<file path="config.mk">
export PLATFORM = sky130hd
export DESIGN_NAME = simd_seq_ctrl
export DESIGN_NICKNAME = d
export VERILOG_FILES = /design/src/rtl/simd_seq_ctrl.sv
export SDC_FILE = /design/constraint.sdc
export NUM_CORES = 1
export LEC_CHECK = 0
export ABC_AREA = 1
export BUFFER_PORTS_ARGS = -buffer_cell sky130_fd_sc_hd__buf_2
export CAP_MARGIN = 20
export CORE_MARGIN = 2
export CORE_UTILIZATION = 47
export CTS_CLUSTER_SIZE = 20
export DETAILED_ROUTE_END_ITERATION = 12
export GPL_TIMING_DRIVEN = 1
export PLACE_DENSITY = 0.75
export RECOVER_POWER = 25
export SYNTH_ARGS = -nofsm -noshare
export SYNTH_HDL_FRONTEND = slang
export SYNTH_SLANG_ARGS = --single-unit
</file>
<file path="constraint.sdc">
create_clock -name clk -period 4.28 [get_ports clk]
set_input_delay 0.856 -clock clk [delete_from_list [all_inputs] [get_ports clk]]
set_output_delay 0.856 -clock clk [all_outputs]
set_load 0.05 [all_outputs]
</file>
<file path="src/rtl/simd_seq_ctrl.sv">
// SIMD PE-array sequencer: accepts one vector instruction, walks the register
// file row by row issuing reads, op select and a write-back one cycle later.
module simd_seq_ctrl #(
    parameter int unsigned NUM_PE       = 8,
    parameter int unsigned ADDR_WIDTH   = 8,
    parameter int unsigned LEN_WIDTH    = 8,
    parameter int unsigned OP_SEL_WIDTH = 2
) (
    input  logic                    clk,
    input  logic                    rst_n,
    input  logic                    instr_valid,
    output logic                    instr_ready,
    input  logic [OP_SEL_WIDTH-1:0] instr_op,
    input  logic [ADDR_WIDTH-1:0]   instr_src_a,
    input  logic [ADDR_WIDTH-1:0]   instr_src_b,
    input  logic [ADDR_WIDTH-1:0]   instr_dst,
    input  logic [LEN_WIDTH-1:0]    instr_len,
    input  logic                    stall,
    output logic                    rd_en,
    output logic [ADDR_WIDTH-1:0]   rd_addr_a,
    output logic [ADDR_WIDTH-1:0]   rd_addr_b,
    output logic [OP_SEL_WIDTH-1:0] pe_op,
    output logic                    wr_en,
    output logic [ADDR_WIDTH-1:0]   wr_addr,
    output logic                    busy,
    output logic                    done
);

    // Lane count only describes the datapath width; reject a degenerate array.
    if (NUM_PE == 0) begin : g_bad_num_pe
        $error("simd_seq_ctrl: NUM_PE must be nonzero");
    end

    typedef enum logic [1:0] {
        IDLE  = 2'd0,
        RUN   = 2'd1,
        DRAIN = 2'd2
    } state_t;

    state_t                state;
    logic [LEN_WIDTH-1:0]  cnt;
    logic [LEN_WIDTH-1:0]  len_q;
    logic [ADDR_WIDTH-1:0] dst_q;
    logic                  issue;
    logic                  last_row;

    // Stall must gate the read in the same cycle the register-file port is busy.
    assign issue    = (state == RUN) && !stall;
    assign rd_en    = issue;
    assign last_row = (cnt == (len_q - LEN_WIDTH'(1)));

    always_ff @(posedge clk or negedge rst_n) begin
        if (!rst_n) begin
            state       <= IDLE;
            cnt         <= '0;
            len_q       <= '0;
            dst_q       <= '0;
            rd_addr_a   <= '0;
            rd_addr_b   <= '0;
            pe_op       <= '0;
            wr_en       <= 1'b0;
            wr_addr     <= '0;
            busy        <= 1'b0;
            done        <= 1'b0;
            instr_ready <= 1'b1;
        end else begin
            wr_en <= issue;
            done  <= 1'b0;
            // Write-back trails the read by the register file's read latency.
            if (issue) begin
                wr_addr <= dst_q + ADDR_WIDTH'(cnt);
            end
            unique case (state)
                IDLE: begin
                    if (instr_valid && instr_ready) begin
                        pe_op       <= instr_op;
                        rd_addr_a   <= instr_src_a;
                        rd_addr_b   <= instr_src_b;
                        dst_q       <= instr_dst;
                        len_q       <= instr_len;
                        cnt         <= '0;
                        busy        <= 1'b1;
                        instr_ready <= 1'b0;
                        if (instr_len != '0) begin
                            state <= RUN;
                        end else begin
                            state <= DRAIN;
                            done  <= 1'b1;
                        end
                    end
                end
                RUN: begin
                    if (!stall) begin
                        cnt       <= cnt + LEN_WIDTH'(1);
                        rd_addr_a <= rd_addr_a + ADDR_WIDTH'(1);
                        rd_addr_b <= rd_addr_b + ADDR_WIDTH'(1);
                        if (last_row) begin
                            state <= DRAIN;
                            done  <= 1'b1;
                        end
                    end
                end
                DRAIN: begin
                    state       <= IDLE;
                    busy        <= 1'b0;
                    instr_ready <= 1'b1;
                end
                default: begin
                    state       <= IDLE;
                    busy        <= 1'b0;
                    instr_ready <= 1'b1;
                end
            endcase
        end
    end

endmodule

</file>
==> results.txt <==
Wire length per cell: 12.9 µm
Cell area after layout: 0.00361 mm²
Kind of critical path: input port to flop
Resized cells post-CTS: 0
Critical-path cell with the highest stage delay: clkbuf_1
FF-to-FF Start: state[0]
Launch point of the worst hold path: pe_op[0]
Post-layout minimum cycle time: 3.06 ns
Post-CTS Setup Bufs: 0
Initial antenna violation count: 0
Type of destination of the critical path: flop
P&R area growth vs syn: 14.1%
First DRT Iteration DRCs: 160
End of the worst hold path: pe_op[0]
Routability congestion estimate: 0.854
Adder-cell share of the synthesized area: 0.0498
Number of buffers created by CTS: 5
Post-synthesis compound-gate area fraction: 0.107
Total of fill cells in the finished design: 630
Net switching power figure: 0.00164 W
Count of unresolved DRC violations after routing: 0
Maximum count of clock buffers along a single path: 2
Nets: 529
Mapped Avg Cell Area: 7.64 µm²
Clock H-tree levels: 2
Post-detailed-route via-to-cell ratio: 5.20
Critical Path Max Stage Delay: 0.95 ns
Data required time of the critical path: 4.51 ns
Clock insertion delay at the later pin of the skew report: 0.33 ns
Sequential fraction of the synthesis area: 0.443
Core outline area: 0.00642 mm²
Width of the die: 86.0 µm
Cell count of the worst reg-to-reg path: 8
Netlist cell types: 37
CTS Root Buffer Type: clkbuf_8
Leakage power summed over all cells: 1.92 nW
Tightest Pin Transition: 1.59 ns
Number of synthesized register bits: 56
Detailed-router iteration count before antenna repair: 4
Rel. slew slack: -0.0592
Share of layout cells above drive strength 1: 0.179
Area enclosed by the die boundary: 0.00740 mm²
Hold-fix buffers, CTS: 0
Top-level I/O count: 69
Total power divided by cell area: 846 mW/mm²
Cell breakdown of the critical path: buf_2 -> nand2_1 -> nor2_2 -> clkbuf_1 -> nor2_4 -> inv_1 -> nand2_1 -> o21ai_0 -> a21oi_1
Final-report hold violation count: 0
Final standard cell utilization of the core: 0.562
Commonest cells after routing, fill and taps aside: nand2_1, buf_2, dfrtp_1, inv_1, nor2_1
Share of synthesized area spent on multiplexers: 0.00633
Post-detailed-placement half-perimeter wirelength: 5.23 mm
Most prevalent standard cell on the critical path: nand2_1
Sequential cell fraction of total power: 0.334
Clock sink total: 56
Final wirelength: 7.17 mm
XOR/XNOR Fraction of Synth Area: 0.0249
Synthesized netlist cell count: 414
Final-layout setup total negative slack: 0 ns
Hold depth: 2
Total setup violations reported at the end of the flow: 0
Worst hold margin: 0.480 ns
Leading cell type in the layout, fill and taps excluded: nand2_1
Hold Path Class: flop to flop
Height of the die: 86.0 µm
Peak Freq: 327 MHz
Clock network power share: 0.101
Initial standard-cell utilization of the core: 0.492
Failing checks: capacitance limit, slew limit
All-Layer GR Usage: 0.203
Final critical-path share of the clock period: 0.714
Combined area of all synthesized cells: 0.00316 mm²
Site row count: 29
Power after layout: 0.00305 W
Port-buffer cells: 68
Peak supply drop: 250 µV
Warnings from Yosys: 0
Worst r2r dst: cnt[6]
Comb pwr share: 0.565
CTS tree: yes
CP startpoint kind: input port
Setup repair after global routing missed its margin: no
Number of nets produced by synthesis: 464
Number of global-route vias before repair: 2692
Clock-pin slew on the worst setup and hold paths: 0.12 ns
Clock skew after layout: 0.0151 ns
Largest net degree at the start of global routing: 31
Internal power of the cells: 0.00141 W
Wire length of the first global-routing pass: 12.2 mm
Dominant combinational cell family by area after synthesis: simple AND/OR/NAND/NOR gates
Slack of the worst reg-to-reg path: 1.25 ns
Proportion of total power due to net switching: 0.537
Remaining global-route overflow: 0
Arr. time, crit path: 3.28 ns
Antenna cell count: 0
Final antenna-violating net count: 0
Largest fanout on the critical path: 29
Via total after detailed routing: 2894
Maximum capacitance violations: 1
Max-slew violation count: 31
Area after DPL: 0.00354 mm²
Outcome: complete, but fails checks
Simple-gate portion of the synthesized area: 0.297
## how the worst max path moves through the flow
| stage | start | endpoint | slack [ns] | cells after the start |
|---|---|---|---|---|
| floorplan | stall | rd_en | 2.31 | 1 |
| global placement | instr_valid | cnt[6] | 1.74 | 9 |
| detailed placement | instr_valid | cnt[6] | 1.67 | 9 |
| CTS | state[1] | rd_en | 1.91 | 4 |
| global route | instr_valid | cnt[6] | 0.97 | 9 |
| finish | instr_valid | cnt[6] | 1.22 | 9 |
## critical path: cells and delay by family
kind / cells / cell delay (ns)
buf+inv: 3 / 1.58
compound gates: 2 / 0.27
simple gates: 4 / 0.57
## flip-flops by register name, indices dropped and copies added, names as in the netlist
name	flops
busy	1
cnt	8
done	1
dst_q	8
instr_ready	1
len_q	8
pe_op	2
rd_addr_a	8
rd_addr_b	8
state	2
wr_addr	8
wr_en	1
## metal layers
layer | global-route usage | share of wire | up-vias | routed length [µm]
li1 | - | - | 1464 | -
met5 | 0 | 0 | - | 0
met2 | 0.340 | 0.49 | 79 | 3500
met3 | 0.0366 | 0.052 | 5 | 376
met4 | 0.0808 | 0.011 | 0 | 78
met1 | 0.261 | 0.45 | 1346 | 3210
## logic make-up (layout without fill, tap and decap cells)
logic type,count (synthesis),count (layout)
flip-flops,56,56
AND/OR/NAND/NOR,220,220
buffers and inverters,51,117
XOR/XNOR,9,9
adder cells (fa/ha/maj),12,12
multiplexers,2,2
AO/OA/AOI/OAI,64,64
## final cells by class
class | instances | area [µm²] | area share
clock buffer | 5 | 68.8 | 0.0191
clock inverter | 3 | 23.8 | 0.00659
inverter | 39 | 149 | 0.0412
multi-input combinational | 307 | 1520 | 0.421
sequential | 56 | 1400 | 0.389
tap | 77 | 96.3 | 0.0267
timing repair buffer | 70 | 350 | 0.0971
## synth_stat cells
cell type  count  area (µm²)
buf_4          3        22.5
a21o_1         1        7.51
xnor2_1        1        8.76
inv_2          1        3.75
dfrtp_1       55        1380
o21a_1         3        22.5
buf_6          2        22.5
ha_1          11         138
nand3_1       28         140
buf_1          1        3.75
nor2_1        33         124
nand4_1        7        43.8
inv_1         37         139
clkbuf_1       2        7.51
dfstp_2        1        26.3
buf_2          4        20.0
nand3b_1       1        7.51
a21oi_1       27         135
nor2_8         1        20.0
nor4_1         1        6.26
a31oi_1        4        25.0
o21ai_1        4        20.0
nor2_2         2        12.5
o22ai_1        1        6.26
o21bai_1       1        7.51
nor3_1         5        25.0
xor2_1         8        70.1
nand2_1      135         507
nand2_4        1        11.3
mux2i_1        2        20.0
nor2_4         1        11.3
inv_4          1        6.26
or2_2          3        18.8
or2_0          1        6.26
fa_1           1        20.0
o21ai_0       23         115
nand2b_1       1        6.26
## power groups by stage
stage                     sequential [W]  combinational, W  clock [W]
after detailed placement         0.00103           0.00173          0
final                            0.00102           0.00173   0.000308
after global routing             0.00106           0.00194   0.000329
after global placement           0.00102           0.00168          0
after floorplan                  0.00143          0.000936          0
after CTS                        0.00102           0.00174   0.000311
## per-stage QoR
stage / instances / worst slack, ns
2_1_floorplan: 414 / 2.31
3_3_place_gp: 549 / 1.74
3_5_place_dp: 549 / 1.67
4_1_cts: 557 / 1.91
5_1_grt: 557 / 0.971
6_report: 557 / 1.22
Power figures use the tool's default switching activity.
